`src/rtl/dmem_pkg.sv`:
```
// Shared encodings for the data-memory access unit: request sizes, FSM states,
// byte-lane enable patterns and the alignment / lane-steering helpers.
package dmem_pkg;

    localparam logic [1:0] SZ_BYTE = 2'b00;
    localparam logic [1:0] SZ_HALF = 2'b01;
    localparam logic [1:0] SZ_WORD = 2'b10;
    localparam logic [1:0] SZ_RSVD = 2'b11;

    typedef enum logic [1:0] {
        ST_IDLE = 2'd0,
        ST_REQ  = 2'd1,
        ST_RESP = 2'd2
    } state_e;

    localparam logic [3:0] BE_BYTE = 4'b0001;
    localparam logic [3:0] BE_HALF = 4'b0011;
    localparam logic [3:0] BE_WORD = 4'b1111;

    // Halves need an even address, words a 4-byte boundary; reserved size never passes.
    function automatic logic is_aligned(input logic [1:0] size, input logic [1:0] addr_lo);
        case (size)
            SZ_BYTE: return 1'b1;
            SZ_HALF: return ~addr_lo[0];
            SZ_WORD: return (addr_lo == 2'b00);
            default: return 1'b0;
        endcase
    endfunction

    // Little-endian lane enables; only called for aligned requests.
    function automatic logic [3:0] lane_be(input logic [1:0] size, input logic [1:0] addr_lo);
        case (size)
            SZ_BYTE: return BE_BYTE << addr_lo;
            SZ_HALF: return BE_HALF << addr_lo;
            default: return BE_WORD;
        endcase
    endfunction

    // Right-aligned store data replicated so every enabled lane sees it.
    function automatic logic [31:0] lane_wdata(input logic [1:0] size, input logic [31:0] wdata);
        case (size)
            SZ_BYTE: return {4{wdata[7:0]}};
            SZ_HALF: return {2{wdata[15:0]}};
            default: return wdata;
        endcase
    endfunction

endpackage

```
`src/rtl/dmem_access_unit_load_ext.sv`:
```
// Load extraction: picks the addressed byte/half out of a memory word and
// sign- or zero-extends it. Purely combinational so it can be shared with
// future unaligned-load work.
module load_ext
    import dmem_pkg::*;
(
    input  logic [31:0] word,
    input  logic [1:0]  addr_lo,
    input  logic [1:0]  size,
    input  logic        is_unsigned,
    output logic [31:0] result
);

    logic [31:0] shifted;

    // Shift the selected lane down to bit 0, then extend by size.
    always_comb begin
        shifted = word >> {addr_lo, 3'b000};
        case (size)
            SZ_BYTE: result = {{24{shifted[7] & ~is_unsigned}}, shifted[7:0]};
            SZ_HALF: result = {{16{shifted[15] & ~is_unsigned}}, shifted[15:0]};
            default: result = word;
        endcase
    end

endmodule

```
`src/rtl/dmem_access_unit.sv`:
```
// Multi-cycle data-memory access stage: alignment check, byte-lane steering,
// variable-latency memory handshake and load extension.
// Optional build macro DMEM_TIMEOUT_EN adds a REQ-state watchdog (MAX_WAIT cycles).
//
// state   | meaning
// --------+--------------------------------------------------------------
// ST_IDLE | ready; samples req_valid, rejects misaligned requests
// ST_REQ  | mem_req held with latched fields until mem_ack (or timeout)
// ST_RESP | one-cycle rd_valid / wr_done pulse, then back to idle
module dmem_access_unit
    import dmem_pkg::*;
#(
    parameter int unsigned ADDR_W   = 32,
    parameter int unsigned MAX_WAIT = 16
) (
    input  logic              clk,
    input  logic              reset,
    input  logic              req_valid,
    input  logic              req_we,
    input  logic [1:0]        req_size,
    input  logic              req_unsigned,
    input  logic [ADDR_W-1:0] req_addr,
    input  logic [31:0]       req_wdata,
    output logic              busy,
    output logic              rd_valid,
    output logic [31:0]       rd_data,
    output logic              wr_done,
    output logic              misalign_err,
    output logic              timeout_err,
    output logic              mem_req,
    output logic              mem_we,
    output logic [ADDR_W-3:0] mem_addr,
    output logic [3:0]        mem_be,
    output logic [31:0]       mem_wdata,
    input  logic              mem_ack,
    input  logic [31:0]       mem_rdata
);

    state_e             state_q, state_d;
    logic               we_q, we_d;
    logic [1:0]         size_q, size_d;
    logic               uns_q, uns_d;
    logic [ADDR_W-1:0]  addr_q, addr_d;
    logic [3:0]         be_q, be_d;
    logic [31:0]        wdata_q, wdata_d;
    logic [31:0]        rd_data_q, rd_data_d;
    logic               misalign_q, misalign_d;
    logic [31:0]        ext_result;

`ifdef DMEM_TIMEOUT_EN
    localparam int unsigned CNT_W = $clog2(MAX_WAIT + 1);
    logic [CNT_W-1:0]   cnt_q, cnt_d;
    logic               timeout_q, timeout_d;
`endif

    load_ext u_load_ext (
        .word        (mem_rdata),
        .addr_lo     (addr_q[1:0]),
        .size        (size_q),
        .is_unsigned (uns_q),
        .result      (ext_result)
    );

    // Next-state and register updates for the request/response sequence.
    always_comb begin
        state_d    = state_q;
        we_d       = we_q;
        size_d     = size_q;
        uns_d      = uns_q;
        addr_d     = addr_q;
        be_d       = be_q;
        wdata_d    = wdata_q;
        rd_data_d  = rd_data_q;
        misalign_d = 1'b0;
`ifdef DMEM_TIMEOUT_EN
        cnt_d      = cnt_q;
        timeout_d  = 1'b0;
`endif
        case (state_q)
            ST_IDLE: begin
                if (req_valid) begin
                    if (is_aligned(req_size, req_addr[1:0])) begin
                        we_d    = req_we;
                        size_d  = req_size;
                        uns_d   = req_unsigned;
                        addr_d  = req_addr;
                        be_d    = lane_be(req_size, req_addr[1:0]);
                        wdata_d = lane_wdata(req_size, req_wdata);
                        state_d = ST_REQ;
`ifdef DMEM_TIMEOUT_EN
                        cnt_d   = '0;
`endif
                    end else begin
                        misalign_d = 1'b1;
                    end
                end
            end
            ST_REQ: begin
                if (mem_ack) begin
                    if (!we_q) begin
                        rd_data_d = ext_result;
                    end
                    state_d = ST_RESP;
                end
`ifdef DMEM_TIMEOUT_EN
                // Last permitted REQ cycle without an ack: abandon the access.
                else if (cnt_q == CNT_W'(MAX_WAIT - 1)) begin
                    rd_data_d = '0;
                    timeout_d = 1'b1;
                    state_d   = ST_IDLE;
                end else begin
                    cnt_d = cnt_q + CNT_W'(1);
                end
`endif
            end
            ST_RESP: begin
                state_d = ST_IDLE;
            end
            default: begin
                state_d = ST_IDLE;
            end
        endcase
    end

    // State and latched request fields; reset aborts any access in flight.
    always_ff @(posedge clk) begin
        if (reset) begin
            state_q    <= ST_IDLE;
            we_q       <= 1'b0;
            size_q     <= SZ_BYTE;
            uns_q      <= 1'b0;
            addr_q     <= '0;
            be_q       <= '0;
            wdata_q    <= '0;
            rd_data_q  <= '0;
            misalign_q <= 1'b0;
`ifdef DMEM_TIMEOUT_EN
            cnt_q      <= '0;
            timeout_q  <= 1'b0;
`endif
        end else begin
            state_q    <= state_d;
            we_q       <= we_d;
            size_q     <= size_d;
            uns_q      <= uns_d;
            addr_q     <= addr_d;
            be_q       <= be_d;
            wdata_q    <= wdata_d;
            rd_data_q  <= rd_data_d;
            misalign_q <= misalign_d;
`ifdef DMEM_TIMEOUT_EN
            cnt_q      <= cnt_d;
            timeout_q  <= timeout_d;
`endif
        end
    end

    assign busy         = (state_q != ST_IDLE);
    assign mem_req      = (state_q == ST_REQ);
    assign rd_valid     = (state_q == ST_RESP) & ~we_q;
    assign wr_done      = (state_q == ST_RESP) & we_q;
    assign rd_data      = rd_data_q;
    assign misalign_err = misalign_q;
    assign mem_we       = we_q;
    assign mem_addr     = addr_q[ADDR_W-1:2];
    assign mem_be       = be_q;
    assign mem_wdata    = wdata_q;

`ifdef DMEM_TIMEOUT_EN
    assign timeout_err  = timeout_q;
`else
    // Without the watchdog MAX_WAIT has no effect; keep it referenced.
    logic max_wait_unused;
    assign max_wait_unused = (MAX_WAIT != 0);
    assign timeout_err     = 1'b0;
`endif

endmodule

```
`config.mk`:
```
export PLATFORM = sky130hd
export DESIGN_NAME = dmem_access_unit
export DESIGN_NICKNAME = d
export VERILOG_FILES = /design/src/rtl/dmem_pkg.sv /design/src/rtl/dmem_access_unit_load_ext.sv /design/src/rtl/dmem_access_unit.sv
export SDC_FILE = /design/constraint.sdc
export NUM_CORES = 1
export LEC_CHECK = 0
export CAP_MARGIN = 15
export CORE_MARGIN = 3
export CORE_UTILIZATION = 47
export DETAILED_ROUTE_END_ITERATION = 8
export GPL_TIMING_DRIVEN = 0
export PLACE_DENSITY = 0.86
export SLEW_MARGIN = 30
export SYNTH_ARGS = -nofsm -noshare
export SYNTH_HDL_FRONTEND = slang
export SYNTH_SLANG_ARGS = --single-unit
```
`constraint.sdc`:
```
create_clock -name clk -period 4.5 [get_ports clk]
set_clock_uncertainty 0.2 [all_clocks]
set_input_delay 0.45 -clock clk [delete_from_list [all_inputs] [get_ports clk]]
set_output_delay 0.45 -clock clk [all_outputs]
set_load 0.01 [all_outputs]
```
# == Word-level counts from Yosys, hierarchy flattened ==
# Cells that the tools add are included.
# totals
output_inout_bits,105
reg_bits,107
input_bits,104
word_cells,49
# classes
n_bitwise,9
reduce_logical,9
shift,3
n_mux,11
eq_ne,8
# op_table
cell,count
$pmux 32 s2,2
$shr 32x5->16,1
$reduce_and 3->1,3
$logic_not 2->1,4
$pmux 4 s2,1
$eq 2x1->1 const B,3
$mux 2,3
$not 1->1,5
$and 1x1->1,4
$eq 2x2->1 const B,2
$ne 2x2->1 const B,2
$pmux 2 s2,1
$shl 1x2->4 const A,1
$shl 2x2->4 const A,1
$mux 1,3
$pmux 1 s3,1
$reduce_or 3->1,1
$ne 2x1->1 const B,1
$reduce_bool 2->1,1

# == Logic depth before layout (Yosys ltp) ==
# Gate-level depths: netlist of run 1.
# logic_depth
word_depth,7
mapped_depth,6

# == Hierarchy ==
# From an unflattened synthesis of run 1, not the netlist that was laid out.
# unflattened
hier_cells,654
area_unflattened_um2,5566.6
# by_module_without_submodules
mod,instances,cells_each,area_each_um2
dmem_access_unit,1,541,4825.9
load_ext,1,113,740.7

# == Least setup slack after synthesis of run 1 ==
# No wires, ideal clock.
# synth_path
path_kind,input to register
from,input req_addr[1]
to,"register wdata_q[16], in the netlist mem_wdata[16]"
path_slack_ns,2.780
required_ns,4.158
setup_ns,0.142
t_arrival_ns,1.378
path_buffers,2
path_stages,6
cell_sequence,o21a_2 o22a_1 buf_4 nor2_8 buf_6 a211oi_2
# synth_between
elab_chain_len,5
# synth_lines
item,line_no,source
start: declaration,dmem_access_unit.sv:22,"input logic [ADDR_W-1:0] req_addr,"
$logic_not 2->1,dmem_pkg.sv:25,SZ_WORD: return (addr_lo == 2'b00);
$pmux 1 s3,dmem_pkg.sv:22,case (size)
$mux 1,dmem_access_unit.sv:81,if (req_valid) begin
$mux 1,dmem_access_unit.sv:79,case (state_q)
$reduce_and 3->1 (no source line),n/a,
end signal: assignment,dmem_access_unit.sv:148,wdata_q <= wdata_d;
end: declaration,dmem_access_unit.sv:45,"logic [31:0] wdata_q, wdata_d;"
# No other way between the ends. The select of a mux whose other input is x is not followed.
# A chain may end at the register's enable or synchronous reset.

# == Worst setup path after layout of run 1 ==
# layout_path
from,register state_q[1]
to,output mem_req
# layout_between
elab_chain_len,1
# layout_lines
item,line_no,source
start: declaration,dmem_access_unit.sv:39,"state_e state_q, state_d;"
start signal: assignment,dmem_access_unit.sv:142,state_q <= state_d;
$eq 2x1->1,dmem_access_unit.sv:159,assign mem_req = (state_q == ST_REQ);
end: declaration,dmem_access_unit.sv:30,"output logic mem_req,"
# No other way between the ends.

==> metrics.csv, run 1 <==
stage;metric;value;unit
run_status;status;finished, final reports clean;
yosys;synthFlopType;dfxtp_1;
yosys;synth_edf_count;0;
yosys;synth_area;5160;µm²
placement;io_buffers;206;
worst_setup_path;crit_chain;and2b_1 -> clkdlybuf4s50_1;
layout;num_antenna_cells;0;
worst_setup_path;slowest_stage;clkdlybuf4s50_1;
timing;whs;0.268;ns
pwr;p_leak;2.65;nW
yosys;synthArstFlopShare;0;%
yosys;synth-seq-cells;107;
worst_setup_path;required;3.85;ns
cts;cts_max_path_buffers;2;
die;rows;37;
yosys;synth.most_common_cell;dfxtp_1;
routing;wl;17.8;mm
die;io_pins;209;
worst_setup_path;cp_max_fo;5;
timing;fmaxAchievable;450;MHz
routing;via_per_inst;5.71;
global_route;overflow;0;
yosys;synth_top_area_share;41.5;%
die;core-area;10500;µm²
placement;place_congestion;0.902;
layout;drive_gt1_share;10.9;%
worst_hold_path;hold_path_class;reg2reg;
yosys;yosys-top-cells-area;dfxtp_1, a21oi_1, o21ai_0;
yosys;ys_seq_area_share;41.5;%
worst_setup_path;slowest_delay;0.58;ns
layout;area_growth;46.7;%
run;max_cap_viol_count;0;
worst_hold_path;hp-start;rd_data[2];
timing;tightest_slew;0.832;ns
yosys;yosysWarnings;0;
cts;tritoncts;done;
cts;hold_buffers;0;
routing;drt_iter0_drc;357;
worst_setup_path;crit_type;reg2out;
pwr;power_density;282;nW/µm²
yosys;syn_avg_cell_area;8.38;µm²
yosys;syn_nets;720;
timing;rsz0062_at_grt;no;
global_route;grt_pass1_wl;28.5;mm
layout;nets;937;
global_route;antenna_found_initial;0;
timing;slew_violations;0;
timing;slew_headroom;44.5;%
cts;path_clk_slew;0.10;ns
yosys;synthCells;616;
worst_setup_path;end_kind;output pin;
yosys;yosys.area.top_type;dfxtp_1;
timing;setup_violations;0;
die;dieArea;12300;µm²
global_route;track_usage;28.0;%
timing;tns;0;ns
cts;cts_inserted_buffers;9;
routing;first_pass_iters;8;
cts;cts_setup_buffers;0;
routing;dr_total_vias;5558;
yosys;synth_commonest_cells;dfxtp_1, a21oi_1, o21ai_0;
cts;clockRootBuffer;clkbuf_8;
timing;finalCriticalPeriod;2.22;ns
routing;drt.antenna.violating_nets;0;
worst_setup_path;worst_ep_arrival_time;1.57;ns
timing;setup_ws;2.28;ns
die;die_y;111;µm
worst_setup_path;r2r_start;addr_q[1];
routing;drc;0;
yosys;synthDistinctLibCells;39;
pwr;peakVddDrop;0.167;mV
placement;dpl_worst_slack;1.96;ns
cts;htree_levels;3;
die;die_width;111;µm
worst_setup_path;worstSetupStartpointType;flop;
worst_setup_path;startpoint;state_q[1];
global_route;grt_pass1_vias;5751;
die;start_util;49.1;%
timing;post-route-period-util;49.4;%
placement;place_hpwl;13.9;mm
layout;fin_util;72.1;%
cts;clk_latency;0.36;ns
routing;routedWlPerCell;18.3;µm
timing;hold_viol;0;
global_route;grt_max_degree;18;
cts;cts.repair.resized;0;
cts;numClockSinks;107;
==> layout make-up <==
| cell class | count | area [µm²] |
|---|---|---|
| plain buffers | 92 | 522 |
| repair buffers | 206 | 2060 |
| fillers | 842 | 2930 |
| clock buffers | 11 | 141 |
| well taps | 136 | 170 |
| clock inverters | 5 | 37.5 |
| inverters | 3 | 11.3 |
| flip-flops and latches | 107 | 2140 |
| multi-input cells | 414 | 2490 |
==> critical path: cells and delay by family, from the launching register on <==
family	cells	cell delay (ns)
and+or+nand+nor	1	0.28
buffers and inverters	1	0.58
DFF	1	0.35
==> kinds of logic after synthesis <==
kind of cell | count (synthesis) | share of synthesized area, %
buffers and inverters | 95 | 10.3
other | 1 | 0.0726
DFF | 107 | 41.5
and+or+nand+nor | 156 | 14.9
AOI/OAI and AO/OA | 230 | 28.0
muxes | 27 | 5.23
==> routing by layer <==
metal  vias to the layer above  routed length, µm  GRT usage (%)
li1                       2637                  -              -
met1                      2608               7060           32.3
met2                       281               8770           50.0
met3                        32               1520           6.82
met4                         0                462           10.4
met5                         -                  0              0
==> report_power, final <==
group	leakage (nW)	total, W	switching [W]	internal [W]
combinational	1.69	0.000547	0.000270	0.000277
sequential	0.873	0.00103	0.0000310	0.00100
clock	0.0859	0.000555	0.000336	0.000219
total	2.65	0.00213	0.000637	0.00150
==> worst paths after layout <==
path / to / slack, ns / cells past startpoint
max: mem_req / 2.28 / 2
max reg2reg: rd_data[29] / 2.54 / 6
min reg2reg: rd_data[2] / 0.27 / 2
min: rd_data[2] / 0.27 / 2
==> metrics by stage <==
step / std cells / area [µm²] / power (W)
floorplan: 616 / 5160 / 0.00131
CTS: 974 / 7580 / 0.00213
finish: 974 / 7580 / 0.00213
global route: 974 / 7580 / 0.00222
global placement: 958 / 7400 / 0.00158
detailed placement: 958 / 7400 / 0.00159
==> cell usage in the layout, fill, tap and decap left out, types with 2 or more instances in the layout <==
master	n
and2_1	2
buf_4	39
a21oi_1	82
and3b_1	3
nor2_1	29
a211oi_1	24
nand4b_1	2
nand3b_1	9
o221ai_1	7
nor3_1	3
o21ai_0	70
inv_1	3
clkbuf_1	35
a2bb2oi_1	7
buf_2	17
dfxtp_1	107
or2_2	2
nand3_1	52
nand2_1	43
o211ai_1	15
clkinvlp_4	2
a311oi_1	10
clkdlybuf4s50_1	206
a211oi_2	10
mux2i_1	27
clkbuf_8	10
nand2b_1	4
==> state kept, by name, summed over array words and instances (netlist names) <==
signal and flops:
addr_q 32, mem_wdata 32, rd_data 32, mem_be 4, size_q 2, state_q 2, mem_we 1, misalign_err 1
uns_q 1
Note: power is estimated with default switching activity, not from simulation.
==> run 2: changes to the inputs <==
--- a/config.mk
+++ b/config.mk
@@ -7,10 +7,10 @@
 export LEC_CHECK = 0
 export CAP_MARGIN = 15
 export CORE_MARGIN = 3
-export CORE_UTILIZATION = 47
+export CORE_UTILIZATION = 44
 export DETAILED_ROUTE_END_ITERATION = 8
 export GPL_TIMING_DRIVEN = 0
-export PLACE_DENSITY = 0.86
+export PLACE_DENSITY = 0.81
 export SLEW_MARGIN = 30
 export SYNTH_ARGS = -nofsm -noshare
 export SYNTH_HDL_FRONTEND = slang
==> constraint.sdc (replaced) <==
create_clock -name clk -period 2.15 [get_ports clk]
set_clock_uncertainty 0.2 [all_clocks]
set_input_delay 0.215 -clock clk [delete_from_list [all_inputs] [get_ports clk]]
set_output_delay 0.215 -clock clk [all_outputs]
set_load 0.01 [all_outputs]
==> metrics.csv, run 2 (synthesis results as in run 1) <==
stage;metric;value;unit;change
run_status;status;finished, final reports clean;;
cts;cts_setup_buffers;0;;unchanged
global_route;track_usage;27.1;%;-0.96 points
layout;layout_commonest_cell;clkdlybuf4s50_1;;
worst_setup_path;crit_chain;and2b_1 -> nand3b_2 -> a21oi_1 -> a311oi_1;;
global_route;grt_pass1_wl;28.3;mm;-0.77%
pwr;p_leak;2.70;nW;+2.2%
run;max_cap_viol_count;0;;unchanged
cts;tritoncts;done;;
layout;fin_util;69.0;%;-3.1 points
routing;first_pass_iters;5;;-3
die;core-area;11200;µm²;+6.3%
routing;drt.antenna.violating_nets;0;;unchanged
cts;cts_inserted_buffers;9;;unchanged
die;die_y;114;µm;+3.2%
timing;rsz0062_at_grt;no;;
placement;io_buffers;206;;unchanged
timing;fmaxAchievable;490;MHz;
die;dieArea;13100;µm²;+6.4%
timing;post-route-period-util;94.9;%;
die;start_util;46.2;%;-2.9 points
layout;fillers;901;;+7.0%
timing;finalCriticalPeriod;2.04;ns;
layout;drive_gt1_share;11.0;%;+0.12 points
worst_setup_path;r2r_start;state_q[0];;
cts;cts_max_path_buffers;2;;unchanged
worst_setup_path;cp_max_fo;9;;+4
worst_hold_path;holdPathStages;3;;+1
timing;setup_violations;0;;unchanged
worst_setup_path;crit_type;reg2reg;;
timing;tns;0;ns;unchanged
worst_setup_path;end_kind;flop;;
global_route;grt_pass1_vias;5626;;-2.2%
cts;clk_latency;0.35;ns;about the same
worst_setup_path;required;2.14;ns;-1.71 ns
cts;path_clk_slew;0.08;ns;-0.02 ns
routing;wl;18.1;mm;+1.8%
timing;slew_headroom;51.2;%;+6.7 points
pwr;power_density;653;nW/µm²;+130%
worst_hold_path;hold_path_class;in2reg;;
layout;nets;937;;unchanged
routing;drt_iter0_drc;380;;+6.4%
layout;area_growth;49.3;%;
worst_setup_path;startpoint;state_q[0];;
die;die_width;114;µm;+3.2%
cts;clockRootBuffer;clkbuf_16;;
placement;place_hpwl;14.0;mm;+0.71%
routing;drc;0;;unchanged
worst_setup_path;worst_ep_arrival_time;2.03;ns;+0.46 ns
timing;whs;0.215;ns;-0.0531 ns
routing;routedWlPerCell;18.5;µm;+1.4%
worst_setup_path;rrSetupSlack;0.11;ns;-2.43 ns
worst_setup_path;worstSetupStartpointType;flop;;
worst_setup_path;reg2reg_depth;4;;-2
global_route;overflow;0;;unchanged
die;rows;38;;+2.7%
worst_setup_path;cp-endpoint;rd_data[15];;
timing;hold_viol;0;;unchanged
routing;via_per_inst;5.77;;+1.1%
worst_setup_path;slowest_stage;a21oi_1;;
cts;htree_levels;3;;unchanged
layout;most-common-layout-cells;clkdlybuf4s50_1, dfxtp_1, a21oi_1, o21ai_0, nand3_1;;
timing;tightest_slew;0.732;ns;-0.100 ns
cts;hold_buffers;0;;unchanged
cts;numClockSinks;107;;unchanged
cts;cts.repair.resized;0;;unchanged
pwr;power;0.00504;W;+140%
global_route;grt_max_degree;20;;+2
timing;slew_violations;0;;unchanged
worst_setup_path;slowest_delay;0.64;ns;+0.06 ns
die;io_pins;209;;unchanged
global_route;antenna_found_initial;0;;unchanged
routing;dr_total_vias;5640;;+1.5%
layout;num_antenna_cells;0;;unchanged
worst_setup_path;rr_endpoint;rd_data[15];;
placement;place_congestion;0.920;;+2.0%
pwr;peakVddDrop;0.403;mV;+140%
[run 2: changes by cell type in the layout (fill, tap and decap cells not counted)]
| cell | delta |
|---|---|
| clkinv_2 | -1 |
| clkbuf_8 | -10 |
| inv_6 | +1 |
| clkbuf_1 | -1 |
| inv_8 | +1 |
| bufinv_16 | +1 |
| clkbuf_16 | +9 |
[run 2: worst min-delay path by stage]
stage | start | end | slack, ns
floorplan | req_addr[1] | mem_be[0] | 0.12
global placement | rd_data[3] | rd_data[3] | 0.25
detailed placement | rd_data[4] | rd_data[4] | 0.26
CTS | req_addr[2] | addr_q[2] | 0.22
global route | req_addr[17] | addr_q[17] | 0.23
finish | req_unsigned | uns_q | 0.22
[run 2: report_power, final]
part | leakage [nW] | internal, W | switching, W
sequential | 0.873 | 0.00209 | 0.0000667
combinational | 1.69 | 0.000580 | 0.000563
clock | 0.145 | 0.000923 | 0.000812
[run 2: stage by stage]
stage | instances | setup WS (ns) | instance area (µm²)
after floorplan | 616 | 0.507 | 5160
after global placement | 962 | -0.136 | 7400
after detailed placement | 962 | -0.158 | 7400
after CTS | 978 | 0.159 | 7710
after global routing | 978 | 0.0535 | 7710
final | 978 | 0.109 | 7710
[run 2: area by class of cell]
| cell class | count | area [µm²] | share of cell area, % |
|---|---|---|---|
| sequential | 107 | 2140 | 27.8 |
| clock inverter | 7 | 82.6 | 1.07 |
| tap | 140 | 175 | 2.27 |
| multi-input combinational | 414 | 2490 | 32.3 |
| inverter | 3 | 11.3 | 0.146 |
| buffer | 92 | 522 | 6.77 |
| clock buffer | 9 | 225 | 2.92 |
| timing repair buffer | 206 | 2060 | 26.7 |
[run 2: routing by layer]
layer	routed length, µm	GRT usage (%)	vias up	share of wire [%]
li1	-	-	2647	-
met1	7180	32.9	2646	40
met2	8720	46.2	295	48
met3	1610	6.45	52	8.9
met4	610	10.7	0	3.4
met5	0	0	-	0
[run 2: worst max-delay path: cells and delay by family, from the launching register on]
family	cells	cell delay (ns)
and+or+nand+nor	2	0.47
AOI/OAI and AO/OA	2	0.82
DFF	1	0.39
